<file path="src/rtl/uart_periph_pkg.sv">
// Shared definitions for the memory-mapped UART transmitter: register
// indices, STATUS bit positions and the transmit FSM state encoding.
package uart_periph_pkg;

  // Register indices decoded from addr_i[3:2]
  localparam logic [1:0] RegTxData = 2'd0;
  localparam logic [1:0] RegStatus = 2'd1;

  // STATUS register bit positions
  localparam int unsigned StatusFullBit     = 0;
  localparam int unsigned StatusEmptyBit    = 1;
  localparam int unsigned StatusBusyBit     = 2;
  localparam int unsigned StatusOverflowBit = 3;

  // Transmit FSM states; PARITY is only entered when parity is built in
  typedef enum logic [2:0] {
    IDLE   = 3'd0,
    START  = 3'd1,
    DATA   = 3'd2,
    PARITY = 3'd3,
    STOP   = 3'd4
  } tx_state_e;

endpackage

</file>
<file path="src/rtl/uart_tx_fifo.sv">
// Byte-wide synchronous FIFO feeding the UART serialiser. The head entry is
// visible on rdata_o whenever the FIFO is not empty. Pushes to a full FIFO
// and pops from an empty FIFO are ignored.
module uart_tx_fifo #(
  parameter int Depth = 8
) (
  input  logic       clk_i,
  input  logic       rst_ni,
  input  logic       push_i,
  input  logic [7:0] wdata_i,
  input  logic       pop_i,
  output logic [7:0] rdata_o,
  output logic       full_o,
  output logic       empty_o
);

  localparam int AW = $clog2(Depth);

  logic [AW-1:0] wr_ptr_q;
  logic [AW-1:0] rd_ptr_q;
  logic [AW:0]   count_q;
  logic [7:0]    mem_q [Depth];
  logic          push_ok_s;
  logic          pop_ok_s;

  assign full_o    = (count_q == (AW+1)'(Depth));
  assign empty_o   = (count_q == '0);
  assign push_ok_s = push_i & ~full_o;
  assign pop_ok_s  = pop_i & ~empty_o;
  assign rdata_o   = mem_q[rd_ptr_q];

  // Pointer and occupancy tracking; pointers wrap naturally (power-of-two depth)
  always_ff @(posedge clk_i or negedge rst_ni) begin
    if (!rst_ni) begin
      wr_ptr_q <= '0;
      rd_ptr_q <= '0;
      count_q  <= '0;
    end else begin
      if (push_ok_s) begin
        wr_ptr_q <= wr_ptr_q + AW'(1);
      end
      if (pop_ok_s) begin
        rd_ptr_q <= rd_ptr_q + AW'(1);
      end
      case ({push_ok_s, pop_ok_s})
        2'b10:   count_q <= count_q + (AW+1)'(1);
        2'b01:   count_q <= count_q - (AW+1)'(1);
        default: count_q <= count_q;
      endcase
    end
  end

  // Storage array; contents need no reset because occupancy guards reads
  always_ff @(posedge clk_i) begin
    if (push_ok_s) begin
      mem_q[wr_ptr_q] <= wdata_i;
    end
  end

endmodule

</file>
<file path="src/rtl/uart_tx_periph.sv">
// Memory-mapped UART transmitter (8N1) on the Ibex data bus.
// TXDATA pushes bytes into a FIFO; a baud-rate FSM serialises them on tx_o.
// Build option: define UART_TX_PARITY_EN to insert an even-parity bit
// between the data bits and the stop bit (11-bit frame).
module uart_tx_periph
  import uart_periph_pkg::*;
#(
  parameter int ClockFreqHz = 50000000,
  parameter int BaudRate    = 115200,
  parameter int FifoDepth   = 8
) (
  input  logic        clk_i,
  input  logic        rst_ni,
  input  logic        req_i,
  input  logic        we_i,
  input  logic [3:0]  be_i,
  input  logic [31:0] addr_i,
  input  logic [31:0] wdata_i,
  output logic        gnt_o,
  output logic        rvalid_o,
  output logic [31:0] rdata_o,
  output logic        tx_o
);

  localparam int ClkDiv = ClockFreqHz / BaudRate;
  localparam int CntW   = (ClkDiv > 1) ? $clog2(ClkDiv) : 1;
  localparam logic [CntW-1:0] CntMax = CntW'(ClkDiv - 1);

  // Bus side
  logic        rvalid_q;
  logic [31:0] rdata_q;
  logic [31:0] rdata_d;
  logic        overflow_q;
  logic        overflow_d;
  logic        push_s;
  logic        ovf_clr_s;
  logic [31:0] status_s;

  // FIFO side
  logic        pop_s;
  logic [7:0]  fifo_rdata_s;
  logic        fifo_full_s;
  logic        fifo_empty_s;

  // Serialiser
  tx_state_e      state_q, state_d;
  logic [CntW-1:0] cnt_q, cnt_d;
  logic [2:0]      bit_q, bit_d;
  logic [7:0]      shift_q, shift_d;
  logic            tx_q, tx_d;
  logic            adv_s;
`ifdef UART_TX_PARITY_EN
  logic            par_q, par_d;
`endif

  logic unused_s;
  assign unused_s = ^{be_i[3:1], addr_i[31:4], addr_i[1:0], wdata_i[31:8], wdata_i[2:0]};

  // ---------------------------------------------------------------------
  // Bus interface and register map
  // ---------------------------------------------------------------------
  assign gnt_o    = req_i;
  assign rvalid_o = rvalid_q;
  assign rdata_o  = rdata_q;

  assign push_s    = req_i & we_i & (addr_i[3:2] == RegTxData) & be_i[0];
  assign ovf_clr_s = req_i & we_i & (addr_i[3:2] == RegStatus) & be_i[0] & wdata_i[3];

  // STATUS word assembled from live FIFO/FSM state
  always_comb begin
    status_s                    = 32'h0000_0000;
    status_s[StatusFullBit]     = fifo_full_s;
    status_s[StatusEmptyBit]    = fifo_empty_s;
    status_s[StatusBusyBit]     = (state_q != IDLE);
    status_s[StatusOverflowBit] = overflow_q;
  end

  // Read data mux and sticky overflow update
  always_comb begin
    rdata_d = 32'h0000_0000;
    if (req_i && !we_i) begin
      case (addr_i[3:2])
        RegStatus: rdata_d = status_s;
        default:   rdata_d = 32'h0000_0000;
      endcase
    end else begin
      rdata_d = 32'h0000_0000;
    end

    overflow_d = overflow_q;
    if (push_s && fifo_full_s) begin
      overflow_d = 1'b1;
    end else if (ovf_clr_s) begin
      overflow_d = 1'b0;
    end else begin
      overflow_d = overflow_q;
    end
  end

  // Response registers: one-cycle response to every granted request
  always_ff @(posedge clk_i or negedge rst_ni) begin
    if (!rst_ni) begin
      rvalid_q   <= 1'b0;
      rdata_q    <= 32'h0000_0000;
      overflow_q <= 1'b0;
    end else begin
      rvalid_q   <= req_i;
      rdata_q    <= rdata_d;
      overflow_q <= overflow_d;
    end
  end

  // ---------------------------------------------------------------------
  // TX FIFO
  // ---------------------------------------------------------------------
  assign pop_s = (state_q == IDLE) & ~fifo_empty_s;

  uart_tx_fifo #(
    .Depth(FifoDepth)
  ) u_fifo (
    .clk_i  (clk_i),
    .rst_ni (rst_ni),
    .push_i (push_s),
    .wdata_i(wdata_i[7:0]),
    .pop_i  (pop_s),
    .rdata_o(fifo_rdata_s),
    .full_o (fifo_full_s),
    .empty_o(fifo_empty_s)
  );

  // ---------------------------------------------------------------------
  // Serialiser FSM
  // ---------------------------------------------------------------------
  assign adv_s = (cnt_q == CntMax);
  assign tx_o  = tx_q;

  // State register plus datapath registers of the serialiser
  always_ff @(posedge clk_i or negedge rst_ni) begin
    if (!rst_ni) begin
      state_q <= IDLE;
      cnt_q   <= '0;
      bit_q   <= 3'd0;
      shift_q <= 8'h00;
      tx_q    <= 1'b1;
`ifdef UART_TX_PARITY_EN
      par_q   <= 1'b0;
`endif
    end else begin
      state_q <= state_d;
      cnt_q   <= cnt_d;
      bit_q   <= bit_d;
      shift_q <= shift_d;
      tx_q    <= tx_d;
`ifdef UART_TX_PARITY_EN
      par_q   <= par_d;
`endif
    end
  end

  // Next-state logic: baud counter, bit index and shift register
  always_comb begin
    state_d = state_q;
    bit_d   = bit_q;
    shift_d = shift_q;
`ifdef UART_TX_PARITY_EN
    par_d   = par_q;
`endif
    case (state_q)
      IDLE: begin
        if (!fifo_empty_s) begin
          state_d = START;
          shift_d = fifo_rdata_s;
          bit_d   = 3'd0;
`ifdef UART_TX_PARITY_EN
          par_d   = ^fifo_rdata_s;
`endif
        end else begin
          state_d = IDLE;
        end
      end
      START: begin
        if (adv_s) begin
          state_d = DATA;
        end else begin
          state_d = START;
        end
      end
      DATA: begin
        if (adv_s) begin
          shift_d = {1'b0, shift_q[7:1]};
          if (bit_q == 3'd7) begin
`ifdef UART_TX_PARITY_EN
            state_d = PARITY;
`else
            state_d = STOP;
`endif
          end else begin
            bit_d = bit_q + 3'd1;
          end
        end else begin
          state_d = DATA;
        end
      end
      PARITY: begin
        if (adv_s) begin
          state_d = STOP;
        end else begin
          state_d = PARITY;
        end
      end
      STOP: begin
        if (adv_s) begin
          state_d = IDLE;
        end else begin
          state_d = STOP;
        end
      end
      default: begin
        state_d = IDLE;
      end
    endcase

    // Counter restarts on every state change and at each bit boundary
    if ((state_d != state_q) || adv_s || (state_q == IDLE)) begin
      cnt_d = '0;
    end else begin
      cnt_d = cnt_q + CntW'(1);
    end
  end

  // Output logic: line level for the upcoming cycle, registered into tx_q
  always_comb begin
    case (state_d)
      IDLE:    tx_d = 1'b1;
      START:   tx_d = 1'b0;
      DATA:    tx_d = shift_d[0];
`ifdef UART_TX_PARITY_EN
      PARITY:  tx_d = par_d;
`else
      PARITY:  tx_d = 1'b1;
`endif
      STOP:    tx_d = 1'b1;
      default: tx_d = 1'b1;
    endcase
  end

endmodule
</file>
<file path="config.mk">
export PLATFORM = sky130hd
export DESIGN_NAME = uart_tx_periph
export DESIGN_NICKNAME = d
export VERILOG_FILES = /design/src/rtl/uart_periph_pkg.sv /design/src/rtl/uart_tx_fifo.sv /design/src/rtl/uart_tx_periph.sv
export SDC_FILE = /design/constraint.sdc
export NUM_CORES = 1
export LEC_CHECK = 0
export BUFFER_PORTS_ARGS = -buffer_cell sky130_fd_sc_hd__buf_2
export CAP_MARGIN = 20
export CELL_PAD_IN_SITES_DETAIL_PLACEMENT = 1
export CELL_PAD_IN_SITES_GLOBAL_PLACEMENT = 1
export CORE_ASPECT_RATIO = 0.8
export CORE_MARGIN = 10
export CORE_UTILIZATION = 47
export DETAILED_ROUTE_END_ITERATION = 6
export GPL_ROUTABILITY_DRIVEN = 0
export PLACE_DENSITY_LB_ADDON = 0.1
export SLEW_MARGIN = 20
export SYNTH_ARGS = -nofsm -noshare
export SYNTH_HDL_FRONTEND = slang
export SYNTH_SLANG_ARGS = --single-unit
</file>
<file path="constraint.sdc">
create_clock -name clk_i -period 5.5 [get_ports clk_i]
set_input_delay 0.55 -clock clk_i [delete_from_list [all_inputs] [get_ports clk_i]]
set_output_delay 0.55 -clock clk_i [all_outputs]
set_load 0.05 [all_outputs]
</file>
==> results of run 1 <==
-- logic make-up (layout without fill, tap and decap cells) --
family                   count (synthesis)  after routing  share of synthesized area [%]
AO/OA/AOI/OAI                           32             32                          4.625
XOR/XNOR                                15             15                          2.874
adder cells (fa/ha/maj)                 10             10                          2.901
buffers and inverters                   48             47                          6.650
flip-flops                             104            104                          63.96
multiplexers                            27             27                          10.24
other                                    1             28                        0.08202
AND/OR/NAND/NOR                         79             79                          8.675
-- critical path: stages, from the launching register on --
cell,delay (ps)
dfrtp_1,530
nor3_2,640
nand2_2,270
inv_1,290
ha_1,250
ha_1,240
a21o_1,170
a21oi_1,160
xnor2_1,80
nor2_1,120
xor2_1,200
-- power breakdown --
part	total [W]	switching (W)	internal (W)
clock network	0.000608	0.000293	0.000315
registers	0.00108	0.000157	0.000920
logic	0.000414	0.000191	0.000224
-- stage by stage --
stage,hold slack (ps),instances,setup slack (ps),total power [W]
after floorplan,254.4,343,2796,0.001412
after global placement,475.1,445,2424,0.001490
final,330.1,461,2440,0.002099
after detailed placement,483.4,445,2348,0.001510
after CTS,317.5,461,2405,0.002124
after global routing,320.5,461,2213,0.002221
-- layer usage --
metal,part of all wire [%],vias to the layer above
met5,0,-
met4,0.68,0
met3,4.9,5
met2,48,55
met1,46,1270
li1,-,1135
-- cell usage in the layout (no fill, tap or decap), drive strengths merged, types with 2 or more instances in the layout --
| cell | netlist | final |
|---|---|---|
| nand2 | 18 | 18 |
| nor3 | 3 | 3 |
| nand3b | 2 | 2 |
| or4 | 2 | 2 |
| a22o | 2 | 2 |
| a22oi | 6 | 6 |
| mux2i | 4 | 4 |
| clkinv | 0 | 2 |
| buf | 34 | 21 |
| conb | 1 | 28 |
| mux4 | 15 | 15 |
| o21ai | 6 | 6 |
| inv | 10 | 13 |
| xnor2 | 9 | 9 |
| edfxtp | 64 | 64 |
| a31oi | 2 | 2 |
| and3 | 2 | 2 |
| nor2 | 30 | 30 |
| nand2b | 6 | 6 |
| nor2b | 2 | 2 |
| nor4 | 2 | 2 |
| clkbuf | 4 | 10 |
| xor2 | 6 | 6 |
| mux2 | 8 | 8 |
| dfrtp | 39 | 39 |
| a21oi | 11 | 11 |
| nand3 | 8 | 8 |
| ha | 9 | 9 |
-- cell usage after synthesis (6+ instances only) --
cell type | n | area share [%]
edfxtp_1 | 64 | 42
dfrtp_1 | 39 | 21
buf_4 | 30 | 4.9
nor2_1 | 30 | 2.5
nand2_1 | 17 | 1.4
mux4_2 | 15 | 7.4
a21oi_1 | 11 | 1.2
inv_1 | 10 | 0.82
ha_1 | 9 | 2.5
xnor2_1 | 9 | 1.7
mux2_2 | 8 | 2.0
nand3_1 | 7 | 0.77
a22oi_1 | 6 | 0.99
xor2_1 | 6 | 1.1
-- registers in the layout (all words and copies together) (netlist names) --
name and flops:
bit_q 3, cnt_q 9, overflow_q 1, rdata_o 4, rvalid_o 1, shift_q 8, state_q 3, tx_o 1
u_fifo.count_q 4, u_fifo.mem_q 64, u_fifo.rd_ptr_q 3, u_fifo.wr_ptr_q 3
-- worst max path at each step --
stage,from,to,depth (start not counted)
2_1_floorplan,req_i,u_fifo.count_q[3]$_DFFE_PN0P_,11
3_3_place_gp,req_i,u_fifo.mem_q[4][4]$_DFFE_PP_,6
3_5_place_dp,req_i,u_fifo.mem_q[2][2]$_DFFE_PP_,6
4_1_cts,state_q[1]$_DFF_PN0_,u_fifo.count_q[3]$_DFFE_PN0P_,10
5_1_grt,state_q[1]$_DFF_PN0_,u_fifo.count_q[3]$_DFFE_PN0P_,10
6_report,state_q[1]$_DFF_PN0_,u_fifo.count_q[3]$_DFFE_PN0P_,10
-- cell type report --
class,count,area [um2]
Clock buffer,10,229.0
Clock inverter,6,52.55
Tap cell,119,148.9
Inverter,10,37.54
Timing Repair Buffer,21,105.1
Fill cell,956,4616
Multi-Input combinational cell,191,1455
Sequential cell,104,2925
==> flow_metrics.env, run 1 <==
export IMPL_worstHoldPathType="primary input to async pin"
export IMPL_initial_core_util_pct=47.78
export IMPL_rsz0062_at_grt="no"
export IMPL_core_um2=9569
export IMPL_grt_first_pass_wirelength_um=14480
export IMPL_ys_seq_area_share_pct=63.96
export IMPL_drc=0
export IMPL_clock_latency_ps=350
export IMPL_final_area_um2=4954
export IMPL_busiest_layer="met2"
export IMPL_dr_pass1_iters=5
export IMPL_ctsResizeCount=0
export IMPL_hold_viol_final=0
export IMPL_antenna_found_initial=0
export IMPL_post_drt_wl_per_cell_um=19.36
export IMPL_vdd_ir_drop_max_uv=176.6
export IMPL_final_util_pct=51.77
export IMPL_cts_hold_fix_buffers=0
export IMPL_cp_arrival_ps=3320
export IMPL_ys_ff_latch=104
export IMPL_critPathKind="flop to flop"
export IMPL_clock_tree_root_cell="clkbuf_16"
export IMPL_drt_total_wl_um=8925
export IMPL_globalRouteTotalUtil_pct=13.53
export IMPL_drtIter0Drc=110
export IMPL_total_leakage_power_nw=1.923
export IMPL_cts_sinks=104
export IMPL_max_freq_mhz=326.8
export IMPL_die_x_um=130.3
export IMPL_grt_max_degree=41
export IMPL_r2r_cells=10
export IMPL_r2r_end="u_fifo.count_q[3]$_DFFE_PN0P_"
export IMPL_yosysWarnings=0
export IMPL_path_max_fanout=11
export IMPL_numPortBuffers=21
export IMPL_worstReg2RegStart="state_q[1]$_DFF_PN0_"
export IMPL_cts_buffers=9
export IMPL_drive_gt1_share_pct=21.05
export IMPL_rows=32
export IMPL_cp_required_ps=5760
export IMPL_p_per_area_nw_per_um2=423.7
export IMPL_final_antenna_net_count=0
export IMPL_diodes=0
export IMPL_clk_pin_slew_ps=70
export IMPL_dr_total_vias=2465
export IMPL_postSynthAreaPerCell_um2=14.47
export IMPL_met2_usage_pct=21.15
export IMPL_max_slew_margin_pct=34.44
export IMPL_h_tree_depth=3
export IMPL_die_height_um=108.2
export IMPL_syn_area_um2=4572
export IMPL_slew_viol_final=0
export IMPL_synthArstFlopShare_pct=38.46
export IMPL_cts_max_path_buffers=2
export IMPL_setup_viol=0
export IMPL_hpwl_um=6022
export IMPL_io_pins=107
export IMPL_tightest_slew_ps=979.8
export IMPL_grt_pass1_vias=2640
export IMPL_viasPerCell=5.347
export IMPL_dieArea_um2=14100
export IMPL_cts_tree="yes"
export IMPL_met1_usage_pct=18.00
export IMPL_status="complete, no violations"
export IMPL_synthFlopType="edfxtp_1"
export IMPL_cp_start_kind="flop"
export IMPL_dpl_instance_area_um2=4671
export IMPL_fin_skew_ps=5.789
export IMPL_post_cts_buffers=0
export IMPL_gr_usage_met3_pct=4.159
export IMPL_synth_edf_count=64
export IMPL_min_period_ps=3060
export IMPL_endpoint_kind="flop"
export IMPL_fin_nets=419
export IMPL_drv_cap=0
export IMPL_setup_tns_ps=0
export IMPL_rrSetupSlack_ps=2440
export IMPL_synth_cell_types=45
export IMPL_gr_total_overflow=0
export IMPL_area_growth_pct=8.347
export IMPL_fin_crit_sh_pct=55.64
export IMPL_syn_inst=316
(Power assumes the default switching activity.)
==> run 2, diff against run 1 <==
CORE_UTILIZATION = 43   (was 47)
clock period = 3 ns   (was 5.5 ns; I/O delays follow)
==> run 2 against run 1 <==
Effect of this change:
- setup slack worse by 2200 ps
- sequential power up 76%
- fmax increased by 12%
- hold slack got worse by 250 ps
- register-to-register slack got worse by 2200 ps
- total power increased by 85%
- final cell count is 7.6% higher
- largest cell class unchanged
==> flow_metrics.env, run 2 (synthesis results as in run 1) <==
export IMPL_placed_cells=480
export IMPL_dr_pass1_iters=4
export IMPL_regMostFlops="u_fifo.mem_q"
export IMPL_p_switching_w=0.001180
export IMPL_core_um2=10320
export IMPL_p_int_w=0.002698
export IMPL_total_leakage_power_nw=1.994
export IMPL_fin_cells=496
export IMPL_status="complete, no violations"
export IMPL_tightest_slew_ps=941.8
export IMPL_cp_required_ps=3230
export IMPL_clk_pin_slew_ps=70
export IMPL_vdd_ir_drop_max_uv=382.6
export IMPL_drt_total_wl_um=9197
export IMPL_grt_max_degree=41
export IMPL_final_antenna_net_count=0
export IMPL_viasPerCell=5.012
export IMPL_post_drt_wl_per_cell_um=18.54
export IMPL_multi_input_area_um2=1445
export IMPL_pwr_share_seq_pct=49.1
export IMPL_io_pins=107
export IMPL_area_growth_pct=11.03
export IMPL_die_height_um=112.2
export IMPL_cts_sinks=104
export IMPL_drive_gt1_share_pct=23.60
export IMPL_die_x_um=135.3
export IMPL_min_period_ps=2725
export IMPL_clock_latency_ps=340
export IMPL_path_max_fanout=7
export IMPL_cts_buffers=9
export IMPL_cp_arrival_ps=2960
export IMPL_cp_start_kind="flop"
export IMPL_nFillCells=1059
export IMPL_hold_viol_final=0
export IMPL_p_per_area_nw_per_um2=763.9
export IMPL_slew_viol_final=0
export IMPL_diodes=0
export IMPL_h_tree_depth=3
export IMPL_regArea_um2=2924
export IMPL_drv_cap=0
export IMPL_top_regs="u_fifo.mem_q x64, cnt_q x9, shift_q x8"
export IMPL_drtIter0Drc=138
export IMPL_grt_pass1_vias=2602
export IMPL_max_freq_mhz=367.0
export IMPL_max_slew_margin_pct=37.21
export IMPL_numPortBuffers=21
export IMPL_gr_total_overflow=0
export IMPL_rsz0062_at_grt="no"
export IMPL_fin_crit_sh_pct=90.82
export IMPL_drc=0
export IMPL_cts_max_path_buffers=2
export IMPL_cts_hold_fix_buffers=0
export IMPL_clock_tree_root_cell="clkbuf_16"
export IMPL_largest_reg_flops=64
export IMPL_cts_tree="yes"
export IMPL_hpwl_um=6310
export IMPL_p_comb_share_pct=22.2
export IMPL_dieArea_um2=15180
export IMPL_globalRouteTotalUtil_pct=12.48
export IMPL_setup_viol=0
export IMPL_setup_tns_ps=0
export IMPL_initial_core_util_pct=44.29
export IMPL_pwr_share_clk_pct=28.7
export IMPL_ctsResizeCount=0
export IMPL_grt_first_pass_wirelength_um=14620
export IMPL_fin_nets=433
export IMPL_antenna_found_initial=0
export IMPL_layout_commonest_cell="edfxtp_1"
export IMPL_rows=33
export IMPL_dr_total_vias=2486
export IMPL_final_cell_mix="64 x edfxtp_1, 39 x dfrtp_1, 30 x nor2_1"
export IMPL_p_sw_share_pct=30.42
export IMPL_endpoint_kind="flop"
export IMPL_post_cts_buffers=0
export IMPL_worstHoldPathType="primary input to flop"
export IMPL_fin_skew_ps=10.73
export IMPL_critPathKind="flop to flop"
## run 2: through the flow
| step | setup slack [ps] | util [%] | hold WS [ps] | cell area, um2 | power [W] |
|---|---|---|---|---|---|
| after floorplan | 545.8 | - | 4.409 | 4673 | 0.002588 |
| after global placement | 326.1 | 46.42 | 425.8 | 4792 | 0.002772 |
| after detailed placement | 253.4 | 46.42 | 433.0 | 4792 | 0.002807 |
| after CTS | 252.8 | 49.18 | 61.29 | 5076 | 0.003938 |
| after global routing | 96.81 | 49.18 | 74.16 | 5076 | 0.004099 |
| final | 275.4 | 49.18 | 78.45 | 5076 | 0.003878 |
## run 2: final timing paths
check                                              start                            end  slack [ps]  cells after the start
hold / removal                                     req_i             rvalid_o$_DFF_PN0_          80                      1
setup reg to reg           u_fifo.count_q[0]$_DFFE_PN0P_  u_fifo.count_q[3]$_DFFE_PN0P_         280                     10
min in group asynchronous                         rst_ni           bit_q[0]$_DFFE_PN0P_         100                      1
hold reg to reg            u_fifo.count_q[3]$_DFFE_PN0P_  u_fifo.count_q[3]$_DFFE_PN0P_         500                      1
max in group asynchronous                         rst_ni           rdata_o[2]$_DFF_PN0_        2310                      1
setup / recovery           u_fifo.count_q[0]$_DFFE_PN0P_  u_fifo.count_q[3]$_DFFE_PN0P_         280                     10
## run 2: power by group through the flow
stage | sequential, W | combinational, W | clock, W
global route | 0.00194 | 0.000950 | 0.00121
floorplan | 0.00184 | 0.000751 | 0
detailed placement | 0.00194 | 0.000870 | 0
finish | 0.00190 | 0.000859 | 0.00111
CTS | 0.00191 | 0.000880 | 0.00115
global placement | 0.00193 | 0.000842 | 0
## run 2: critical path: stages (launching register included)
cell	delay, ps
dfrtp_1	440
or4_4	550
nand2_2	180
inv_1	160
ha_1	280
ha_1	280
a21o_1	180
a21oi_1	190
xnor2_1	150
nor2_1	70
xor2_1	140
## run 2: cell type report
class | count | share of cell area, %
inverters | 10 | 0.7395
repair buffers | 35 | 4.141
flip-flops and latches | 104 | 57.60
clock inverters | 7 | 1.158
well taps | 140 | 3.451
multi-input cells | 191 | 28.47
clock buffers | 9 | 4.437
## run 2: routing by layer
metal | up-vias | global-route usage [%] | routed length (um)
met5 | - | 0 | 0
met2 | 57 | 18.98 | 4193
li1 | 1162 | - | -
met4 | 0 | 3.653 | 58
met3 | 5 | 3.966 | 500
met1 | 1262 | 16.73 | 4445
==> run 3, diff against run 2 <==
ABC_AREA = 1   (was unset)
CORE_UTILIZATION = 42   (was 43)
==> run 3 against run 2 <==
Effect of this change:
- design area rose by 7.3%
- count of clock-buffer cells in the layout increased by 1
- register-to-register slack better by 250 ps
- clock power is 8% higher
- core utilization decreased by 2.1 points
- critical path depth did not move
- synthesized cell count grew 54%
- first-iteration DRC count up 31%
- critical endpoint unchanged
- largest cell class unchanged
==> flow_metrics.env, run 3 <==
export IMPL_cts_sinks=104
export IMPL_cp_slowest_stage_delay_ps=560
export IMPL_dr_pass1_iters=4
export IMPL_post_drt_wl_per_cell_um=16.33
export IMPL_core_um2=11560
export IMPL_regArea_um2=2924
export IMPL_fin_nets=595
export IMPL_final_cell_mix="75 x nand2_1, 64 x edfxtp_1, 56 x inv_1"
export IMPL_ys_seq_area_share_pct=58.81
export IMPL_cp_required_ps=3220
export IMPL_placed_cells=650
export IMPL_min_period_ps=2476
export IMPL_h_tree_depth=3
export IMPL_max_slew_margin_pct=37.30
export IMPL_post_place_ws_ps=514.4
export IMPL_finalWorstSetupSlack_ps=523.6
export IMPL_regMostFlops="u_fifo.mem_q"
export IMPL_drv_cap=0
export IMPL_final_util_pct=47.12
export IMPL_cts_max_path_buffers=2
export IMPL_slowest_stage="dfrtp_1"
export IMPL_drtIter0Drc=181
export IMPL_synth_compound_area_share_pct=5.335
export IMPL_syn_inst=487
export IMPL_grt_max_degree=41
export IMPL_synth_top_family_by_area="simple AND/OR/NAND/NOR gates"
export IMPL_dpl_instance_area_um2=5144
export IMPL_largest_reg_flops=64
export IMPL_final_area_um2=5448
export IMPL_cts_tree="yes"
export IMPL_synth_edf_count=64
export IMPL_synthArstFlopShare_pct=38.46
export IMPL_tightest_slew_ps=940.5
export IMPL_setup_tns_ps=0
export IMPL_p_per_area_nw_per_um2=571.3
export IMPL_total_leakage_power_nw=2.408
export IMPL_layout_commonest_cell="nand2_1"
export IMPL_initial_core_util_pct=43.01
export IMPL_slew_viol_final=0
export IMPL_hpwl_um=7338
export IMPL_worstPathCellList="nor2_8 > nand2_4 > inv_2 > ha_1 > ha_1 > a21oi_1 > nand2_1 > a21oi_1 > o21ai_0 > xor2_1"
export IMPL_syn_area_um2=4972
export IMPL_nFillCells=1321
export IMPL_wl_met2_um=5307
export IMPL_rows=35
export IMPL_clock_tree_root_cell="clkbuf_16"
export IMPL_rsz0062_at_grt="no"
export IMPL_ys_ff_latch=104
export IMPL_critPathKind="flop to flop"
export IMPL_area_growth_pct=9.562
export IMPL_wl_met3_um=435
export IMPL_clock_latency_ps=350
export IMPL_numPortBuffers=21
export IMPL_fin_cells=666
export IMPL_path_max_fanout=11
export IMPL_cts_buffers=9
export IMPL_final_antenna_net_count=0
export IMPL_highest_layer="met4"
export IMPL_postSynthAreaPerCell_um2=10.21
export IMPL_synth_most_common_cell="nand2_1"
export IMPL_vdd_ir_drop_max_uv=345.3
export IMPL_synth_top_area_share_pct=38.65
export IMPL_antenna_found_initial=0
export IMPL_critical_path_buf_inv_count=1
export IMPL_hold_viol_final=0
export IMPL_globalRouteTotalUtil_pct=13.40
export IMPL_top_regs="u_fifo.mem_q x64, cnt_q x9, shift_q x8"
export IMPL_diodes=0
export IMPL_cp_arrival_ps=2700
export IMPL_gr_total_overflow=0
export IMPL_dr_total_vias=3283
export IMPL_viasPerCell=4.929
export IMPL_drive_gt1_share_pct=16.22
export IMPL_max_freq_mhz=403.8
export IMPL_ctsResizeCount=0
export IMPL_yosys_top_cells_area="edfxtp_1 39%, dfrtp_1 20%, nand2_1 5.7%, nand3_1 4.7%, buf_4 4.5%"
export IMPL_cts_hold_fix_buffers=0
export IMPL_die_x_um=141.7
export IMPL_cp_start_kind="flop"
export IMPL_synth_cell_types=41
export IMPL_wl_met1_um=4989
export IMPL_drt_total_wl_um=10880
export IMPL_synth_xor_area_share_pct=1.409
export IMPL_grt_first_pass_wirelength_um=17710
export IMPL_dieArea_um2=16620
export IMPL_synthFlopType="edfxtp_1"
export IMPL_synth_common_cells="75 x nand2_1, 64 x edfxtp_1, 56 x inv_1"
export IMPL_worstHoldPathType="primary input to async pin"
export IMPL_yosys_area_top_type="edfxtp_1"
export IMPL_die_height_um=117.3
export IMPL_status="complete, no violations"
export IMPL_endpoint_kind="flop"
export IMPL_post_cts_buffers=0
export IMPL_clk_pin_slew_ps=70
export IMPL_cpLargestDelayFamily="adder cells"
export IMPL_yosys_area_share_simple_pct=20.68
export IMPL_fin_skew_ps=7.446
export IMPL_setup_viol=0
export IMPL_io_pins=107
export IMPL_multi_input_area_um2=1602
export IMPL_grt_pass1_vias=3432
export IMPL_drc=0
export IMPL_synth_mux_area_fraction_pct=0
export IMPL_post_synth_fa_ha_maj_area_fraction_pct=2.667
export IMPL_yosysWarnings=0
export IMPL_fin_crit_sh_pct=82.55
==> run 3: changes by cell type in the layout (fill, tap and decap cells not counted), sizes merged, moves of 6 or more <==
cell    before  now
nand2b       6    0
xnor2        9    2
mux4        15    0
inv         15   68
nor2        30   59
or2          0    6
nand3        8   48
mux2         8    0
o21ai        6   24
nand2       18   82
==> run 3: worst paths after layout <==
path,start,to,slack [ps],depth (start not counted)
worst min register to register,shift_q[7]$_DFFE_PN0P_,shift_q[7]$_DFFE_PN0P_,500,2
worst max register to register,state_q[1]$_DFF_PN0_,u_fifo.count_q[3]$_DFFE_PN0P_,520,10
worst min-delay path,rst_ni,cnt_q[3]$_DFF_PN0_,90,1
min in group clk_i,req_i,rvalid_o$_DFF_PN0_,100,1
worst max-delay path,state_q[1]$_DFF_PN0_,u_fifo.count_q[3]$_DFFE_PN0P_,520,10
max in group asynchronous,rst_ni,u_fifo.rd_ptr_q[1]$_DFFE_PN0P_,2320,1
==> run 3: through the flow <==
stage | hold slack [ps] | total power (W)
after global routing | 86.76 | 0.003246
after CTS | 80.00 | 0.003155
final | 92.46 | 0.003112
after floorplan | 4.409 | 0.001895
after detailed placement | 455.0 | 0.001946
after global placement | 449.7 | 0.001929
==> run 3: worst reg2reg max path, stage by stage, from the launching register on <==
cell and delay, ps:
dfrtp_1 560, nor2_8 320, nand2_4 130, inv_2 150
ha_1 270, ha_1 300, a21oi_1 150, nand2_1 80
a21oi_1 110, o21ai_0 120, xor2_1 160
==> run 3: area by class of cell <==
class	instances	share of cell area [%]
Timing Repair Buffer	31	3.307
Tap cell	148	3.399
Multi-Input combinational cell	300	29.40
Clock inverter	6	1.194
Clock buffer	10	4.387
Sequential cell	104	53.67
Inverter	67	4.639
==> run 3: power by group <==
part           switching (W)  leakage, nW  internal [W]  total (W)
Clock               0.000523        0.151      0.000675    0.00120
Combinational       0.000210         1.18     0.0000680   0.000278
Sequential         0.0000583         1.07       0.00158    0.00164
==> run 3: kinds of logic (layout without fill, tap and decap cells) <==
family / after synthesis / count (layout)
flip-flops: 104 / 104
AND/OR/NAND/NOR: 211 / 211
buffers and inverters: 110 / 114
adder cells (fa/ha/maj): 10 / 10
XOR/XNOR: 8 / 8
AO/OA/AOI/OAI: 43 / 43
other: 1 / 28
==> run 3: routing by layer <==
| metal | global-route usage [%] | up-vias |
|---|---|---|
| met5 | 0 | - |
| met2 | 22.09 | 45 |
| met1 | 16.64 | 1638 |
| met4 | 4.592 | 0 |
| met3 | 3.306 | 12 |
| li1 | - | 1588 |
